===== config.mk =====
export PLATFORM = sky130hd
export DESIGN_NAME = uart_tx_fifo
export DESIGN_NICKNAME = d
export VERILOG_FILES = /design/src/rtl/uart_pkg.sv /design/src/rtl/uart_fifo_mem.sv /design/src/rtl/uart_tx_fifo.sv
export SDC_FILE = /design/constraint.sdc
export NUM_CORES = 1
export LEC_CHECK = 0
export ABC_CLOCK_PERIOD_IN_PS = 3100
export CAP_MARGIN = 15
export CORE_ASPECT_RATIO = 2
export CORE_MARGIN = 2
export CORE_UTILIZATION = 35
export DETAILED_ROUTE_END_ITERATION = 6
export PLACE_DENSITY = 0.51
export SLEW_MARGIN = 20
export SYNTH_ARGS = -nofsm -noshare
export SYNTH_HDL_FRONTEND = slang
export SYNTH_SLANG_ARGS = --single-unit

===== constraint.sdc =====
create_clock -name clk -period 3.1 [get_ports clk]
set_input_delay 0.62 -clock clk [delete_from_list [all_inputs] [get_ports clk]]
set_output_delay 0.62 -clock clk [all_outputs]
set_load 0.005 [all_outputs]

===== src/rtl/uart_pkg.sv =====
// uart_pkg: shared UART constants and the FIFO level-width helper.
// The peripheral register block imports this too, so it packs the same
// level width into its status word that the FIFO drives.
package uart_pkg;

  localparam int UART_DATA_WIDTH    = 8;
  localparam int UART_TX_FIFO_DEPTH = 16;
  localparam int UART_TX_FIFO_AFULL = 12;

  // Width needed to hold an occupancy of 0..depth inclusive.
  function automatic int uart_level_width(input int depth);
    return $clog2(depth) + 1;
  endfunction

endpackage


===== src/rtl/uart_fifo_mem.sv =====
// uart_fifo_mem: register array with one synchronous write port and an
// asynchronous read port. The FIFO needs first-word fall-through, so the read
// is combinational. Contents are never reset; the FIFO masks stale data itself.
module uart_fifo_mem #(
  parameter int DATA_WIDTH = 8,
  parameter int DEPTH      = 16
) (
  input  logic                     clk,
  input  logic                     we,
  input  logic [$clog2(DEPTH)-1:0] waddr,
  input  logic [DATA_WIDTH-1:0]    wdata,
  input  logic [$clog2(DEPTH)-1:0] raddr,
  output logic [DATA_WIDTH-1:0]    rdata
);

  logic [DATA_WIDTH-1:0] mem [DEPTH];

  // Store the written word at the write address.
  always_ff @(posedge clk) begin
    if (we) begin
      mem[waddr] <= wdata;
    end
  end

  assign rdata = mem[raddr];

endmodule


===== src/rtl/uart_tx_fifo.sv =====
// uart_tx_fifo: first-word fall-through transmit buffer between the
// peripheral register block and axi_uart. Holds pointers, occupancy, the
// registered almost-full flag and the optional dropped-write counter.
// Optional feature macro: UART_TX_FIFO_OVF_CNT_EN builds the saturating
// overflow counter; without it ovf_count_o is tied to zero.
module uart_tx_fifo
  import uart_pkg::*;
#(
  parameter int DATA_WIDTH  = UART_DATA_WIDTH,
  parameter int DEPTH       = UART_TX_FIFO_DEPTH,
  parameter int AFULL_LEVEL = UART_TX_FIFO_AFULL
) (
  input  logic                               clk,
  input  logic                               reset,
  input  logic                               flush_i,
  input  logic [DATA_WIDTH-1:0]              s_axis_tdata,
  input  logic                               s_axis_tvalid,
  output logic                               s_axis_tready,
  output logic [DATA_WIDTH-1:0]              m_axis_tdata,
  output logic                               m_axis_tvalid,
  input  logic                               m_axis_tready,
  output logic [uart_level_width(DEPTH)-1:0] level_o,
  output logic                               afull_o,
  output logic [7:0]                         ovf_count_o
);

  localparam int AW = $clog2(DEPTH);
  localparam int LW = uart_level_width(DEPTH);

  logic [AW-1:0]         wr_ptr_reg;
  logic [AW-1:0]         rd_ptr_reg;
  logic [LW-1:0]         count_reg;
  logic [LW-1:0]         count_next;
  logic                  afull_reg;
  logic                  primed_reg;
  logic                  full;
  logic                  empty;
  logic                  push;
  logic                  pop;
  logic [DATA_WIDTH-1:0] mem_rdata;

  assign full  = (count_reg == LW'(DEPTH));
  assign empty = (count_reg == '0);
  assign push  = s_axis_tvalid & ~full;
  assign pop   = m_axis_tready & ~empty;

  uart_fifo_mem #(
    .DATA_WIDTH(DATA_WIDTH),
    .DEPTH     (DEPTH)
  ) u_mem (
    .clk  (clk),
    .we   (push & ~flush_i),
    .waddr(wr_ptr_reg),
    .wdata(s_axis_tdata),
    .raddr(rd_ptr_reg),
    .rdata(mem_rdata)
  );

  // Next occupancy: flush wins, otherwise a lone push or lone pop moves it.
  always_comb begin
    count_next = count_reg;
    if (flush_i) begin
      count_next = '0;
    end else if (push && !pop) begin
      count_next = count_reg + 1'b1;
    end else if (pop && !push) begin
      count_next = count_reg - 1'b1;
    end
  end

  // Pointer, occupancy and almost-full state; almost-full tracks count_next so
  // both registers change on the same edge.
  always_ff @(posedge clk or posedge reset) begin
    if (reset) begin
      wr_ptr_reg <= '0;
      rd_ptr_reg <= '0;
      count_reg  <= '0;
      afull_reg  <= 1'b0;
      primed_reg <= 1'b0;
    end else begin
      count_reg <= count_next;
      afull_reg <= (count_next >= LW'(AFULL_LEVEL));
      if (flush_i) begin
        wr_ptr_reg <= '0;
        rd_ptr_reg <= '0;
      end else begin
        if (push) begin
          wr_ptr_reg <= wr_ptr_reg + 1'b1;
          primed_reg <= 1'b1;
        end
        if (pop) begin
          rd_ptr_reg <= rd_ptr_reg + 1'b1;
        end
      end
    end
  end

  // The array is not cleared by reset, so the head is forced to zero until
  // the first accepted write after reset.
  assign m_axis_tdata  = primed_reg ? mem_rdata : '0;
  assign m_axis_tvalid = ~empty;
  assign s_axis_tready = ~full;
  assign level_o       = count_reg;
  assign afull_o       = afull_reg;

`ifdef UART_TX_FIFO_OVF_CNT_EN
  logic [7:0] ovf_count_reg;

  // Count each cycle the peripheral strobes while full; saturate at 8'hFF.
  always_ff @(posedge clk or posedge reset) begin
    if (reset) begin
      ovf_count_reg <= 8'h00;
    end else if (s_axis_tvalid && full && (ovf_count_reg != 8'hFF)) begin
      ovf_count_reg <= ovf_count_reg + 8'd1;
    end
  end

  assign ovf_count_o = ovf_count_reg;
`else
  assign ovf_count_o = 8'h00;
`endif

endmodule


Word level (Yosys, flattened, before mapping)
Memories as Yosys holds them, arrays and structs flattened.
Index checks and enable logic that the tools add are counted.
{"block": "classes", "n_div": 0, "n_addsub": 4, "n_reduce_logical": 8, "bitwise_logic": 6, "eq_ne": 1, "mux": 10, "mul": 0, "magnitude_cmp": 1, "n_shift": 0}
{"operator": "$mux W4", "n": 4}
{"operator": "$mux W5", "n": 3}
{"operator": "$add A4 B1 Y4 const B", "n": 2}
{"operator": "$mux W8", "n": 1}
{"operator": "$add A5 B1 Y5 const B", "n": 1}
{"operator": "$eq A5 B5 Y1 const B", "n": 1}
{"operator": "$ge A5 B4 Y1 const B", "n": 1}
{"operator": "$logic_not A5 Y1", "n": 1}
{"operator": "$sub A5 B1 Y5 const B", "n": 1}
{"operator": "$reduce_bool A2 Y1", "n": 2}
{"operator": "$and A1 B1 Y1", "n": 3}
{"operator": "$not A1 Y1", "n": 3}
{"operator": "$logic_and A1 B1 Y1", "n": 2}
{"operator": "$logic_not A1 Y1", "n": 2}
{"operator": "$mux W1", "n": 2}
{"operator": "$reduce_and A2 Y1", "n": 1}
{"block": "totals", "mem_bits_rw": 128, "romBits": 0, "memories": 1, "reg_bits": 15, "out_inout_bits": 24, "in_bits": 13, "latch_bits": 0}
{"memory": "u_mem.mem", "depth": 16, "word_bits": 8, "rd": 1, "rd_clocked_by_memory_dff": 0, "write_ports": 1, "line_no": "uart_fifo_mem.sv:16", "text": "logic [DATA_WIDTH-1:0] mem [DEPTH];"}

Depth between registers and ports, before layout
{"block": "logic_depth", "ltp_word": 9, "ltp_mapped": 8, "mapped_depth_nobuf": 7}

By module
A second synthesis with hierarchy kept.
{"block": "unflattened", "hier_cells": 325, "area_unflattened_um2": 5962.0}
{"mod": "uart_fifo_mem", "cells_per_inst": 221, "area_each_um2": 4987.3, "seq_area_each_um2": 3843.7, "n_inst": 1}
{"mod": "uart_tx_fifo", "cells_per_inst": 104, "area_each_um2": 974.7, "seq_area_each_um2": 375.4, "n_inst": 1}

Worst setup path after synthesis
No wires, ideal clock.
{"block": "synth_path", "kind": "reg2out", "from": "register rd_ptr_reg[0]", "to": "output port m_axis_tdata[0]", "setup_slack_ns": 0.705, "stages_incl_launch_ff": 6, "n_path_buf": 2, "t_arrival_ns": 1.775, "required_time_ns": 2.480, "cell_sequence": "dfrtp_1 -> buf_6 -> buf_12 -> mux4_1 -> mux4_2 -> and2_1"}
{"block": "synth_between", "elab_chain_len": 2}
{"item": "start, declared", "line_no": "uart_tx_fifo.sv:31", "text": "logic [AW-1:0] rd_ptr_reg;"}
{"item": "start signal, assigned", "line_no": "uart_tx_fifo.sv:92", "text": "rd_ptr_reg <= rd_ptr_reg + 1'b1;"}
{"item": "$mem_v2 Z16 W8"}
{"item": "$mux W8", "line_no": "uart_tx_fifo.sv:100", "text": "assign m_axis_tdata = primed_reg ? mem_rdata : '0;"}
{"item": "end, declared", "line_no": "uart_tx_fifo.sv:19", "text": "output logic [DATA_WIDTH-1:0] m_axis_tdata,"}
Every way passes these cells.

Worst setup path in the final report
{"block": "layout_path", "from": "register rd_ptr_reg[0]", "to": "output port m_axis_tdata[7]"}
Same word-level chain as after synthesis.

==> results_dict.tcl <==
set metrics [dict create \
    run_status "complete, no violations" \
    route.vias.total 3003 \
    stdcell_area_um2 7280 \
    synth_top_cell_by_area "edfxtp_1" \
    power.static_leakage_uw 0.00245 \
    largest_reg_flops 128 \
    grt_remaining_overflow 0 \
    synthArstFlopShare_pct 10.5 \
    min_period_ns 3.02 \
    worstSetupPathType "flip-flop to output port" \
    drt-initial-drc-count 173 \
    grt_pass1_wl_mm 19.9 \
    drive_gt1_share_pct 30.6 \
    synth_flop_cell "edfxtp_1" \
    rrSetupSlack_ns 0.73 \
    layout_common_cells "edfxtp_1, mux4_2, nor2_1" \
    fp-row-count 67 \
    required_ns 2.48 \
    relSlewSlack_pct 57.0 \
    synth_edf_count 128 \
    start_util_pct 35.8 \
    synth_top_area_share_pct 64.0 \
    cp_common_cell "buf_12" \
    final.period_utilization_pct 97.4 \
    drtAntennaViolNets 0 \
    die_area_um2 18300 \
    syn_area_per_cell_um2 19.4 \
    gp_routability_congestion 0.756 \
    final_common_cell "edfxtp_1" \
    wirelength_met1_mm 4.95 \
    synth_area_leaders "edfxtp_1, mux4_2, dfrtp_1, mux4_1, nor2_1" \
    critPathTopFamily "multiplexers" \
    start_kind "flip-flop" \
    place_inst 553 \
    antenna_cells 0 \
    synth_warnings 0 \
    die_x_um 96.7 \
    rsz0062_at_grt "true" \
    wl_met2_mm 7.38 \
    clkLatencyLatePin_ns 0.41 \
    drc_errors 0 \
    grt_max_degree 33 \
    synthToLayoutAreaGrowth_pct 21.2 \
    power_density_nw_per_um2 714 \
    cts_num_sinks 143 \
    first_global_vias 3272 \
    final_nets 396 \
    htree_levels 4 \
    ys_seq_elements 143 \
    skew_ns 0.00748 \
    stdcell_count 596 \
    route.met3.wl_um 365 \
    cp_cell_sequence "buf_12, buf_12, buf_12, mux4_2, mux4_2, and2_4, clkbuf_2" \
    max-cap-violations 0 \
    ys_seq_area_share_pct 70.2 \
    place_area_um2 6580 \
    slowest_stage "mux4_2" \
    rr_worst_depth 8 \
    final_core_util_pct 43.4 \
    postLayoutSetupSlackWorst_ns 0.0794 \
    drt-total-wl_mm 13.0 \
    clock.fmax_mhz 331 \
    antenna_found_initial 0 \
    r2r_end "u_mem.mem[1][2]" \
    drtPass1Iterations 5 \
    dp_hpwl_mm 8.43 \
    hold_viol 0 \
    hp-class "input pin to asynchronous set/reset pin" \
    ioPinCount 37 \
    cts_tree "yes" \
    via_per_inst 5.04 \
    highest_layer "met4" \
    cp-end-kind "output port" \
    ys_types 38 \
    cts_buffer_depth 2 \
    die_h_um 189 \
    ctsRootBufferMaster "clkbuf_16" \
    grt_usage_pct 15.1 \
    path_max_fanout 5 \
    mappedNetlistArea_um2 6010 \
    critPathArrivalTime_ns 2.40 \
    syn_inst 310 \
    rr_startpoint "level_o[0]" \
    slew_viol_final 0 \
    portBuffers 28 \
    place_ws_ns 0.100 \
    clkTransAtPathRegs_ns 0.06 \
    core_area_um2 16800 \
    cts_buffers 17 \
    largest-register "u_mem.mem" \
    post_drt_wl_per_cell_um 21.8 \
    setup_violations 0 \
    cts_hold_buf 0 \
    worst_slew_pin_slew_ns 0.644 \
    ir_drop_v 0.000459 \
    max_stage_delay_ns 0.48 \
    path_buf_inv 4 \
]
[Yosys cell counts (2+ instances only)]
cell        n
nor3_1      6
edfxtp_1  128
buf_6       2
and2_1     11
dfrtp_1    15
xnor2_1     3
buf_8       3
buf_12      2
nand2b_1    3
buf_4      10
ha_1        7
inv_1       7
a21oi_1     2
mux4_1     14
xor2_1      5
mux4_2     26
clkbuf_1    5
nand4_1     5
nor2_1     27
buf_2       2
nand2_1    10
[what timing repair did]
action | CTS | global route
buffers inserted | 12 | 0
setup endpoints to repair | 8 | 6
cloned | 1 | 0
resized for setup | 51 | 8
[cells by family (layout without fill, tap and decap cells)]
logic type	Yosys count	count (layout)	synth area share [%]
muxes	42	42	16.2
AOI/OAI and AO/OA	9	9	1.04
other	1	8	0.0624
adders and majority gates	7	7	1.46
xor gates and xnor gates	9	9	1.44
buffers and inverters	31	103	3.96
DFF	143	143	70.2
and+or+nand+nor	68	68	5.62
[worst max path at each step]
stage / start / to / slack (ns) / cells after the start
after floorplan: rd_ptr_reg[0] / m_axis_tdata[0] / 0.71 / 5
after global placement: rd_ptr_reg[0] / m_axis_tdata[2] / 0.15 / 5
after detailed placement: rd_ptr_reg[0] / m_axis_tdata[2] / 0.10 / 5
after CTS: rd_ptr_reg[0] / m_axis_tdata[6] / -0.09 / 8
after global routing: rd_ptr_reg[0] / m_axis_tdata[5] / -0.02 / 7
final: rd_ptr_reg[0] / m_axis_tdata[7] / 0.08 / 7
[through the flow]
stage               setup TNS, ns  hold WS (ns)  power (uW)
global placement                0         0.609        3020
CTS                        -0.255         0.602        5300
finish                          0         0.592        5200
floorplan                       0         0.520        2810
detailed placement              0         0.604        3040
global route              -0.0393         0.658        5410
[final cells by class]
| cell class | instances | area, um2 |
|---|---|---|
| flip-flops and latches | 143 | 4220 |
| well taps | 207 | 259 |
| clock inverters | 13 | 166 |
| repair buffers | 64 | 612 |
| multi-input cells | 143 | 1560 |
| inverters | 7 | 26.3 |
| clock buffers | 19 | 433 |
| fillers | 1507 | 9490 |
[power breakdown]
group	internal, uW	switching, uW	total [uW]
logic	600	380	980
clock network	1270	772	2040
registers	2140	41.0	2180
total	4000	1190	5200
[per-layer routing]
| layer | vias up | GRT usage, % |
|---|---|---|
| met5 | - | 0 |
| met4 | 0 | 5.74 |
| met3 | 17 | 3.21 |
| met2 | 71 | 28.2 |
| met1 | 1573 | 16.5 |
| li1 | 1342 | - |
(Power assumes the default switching activity.)
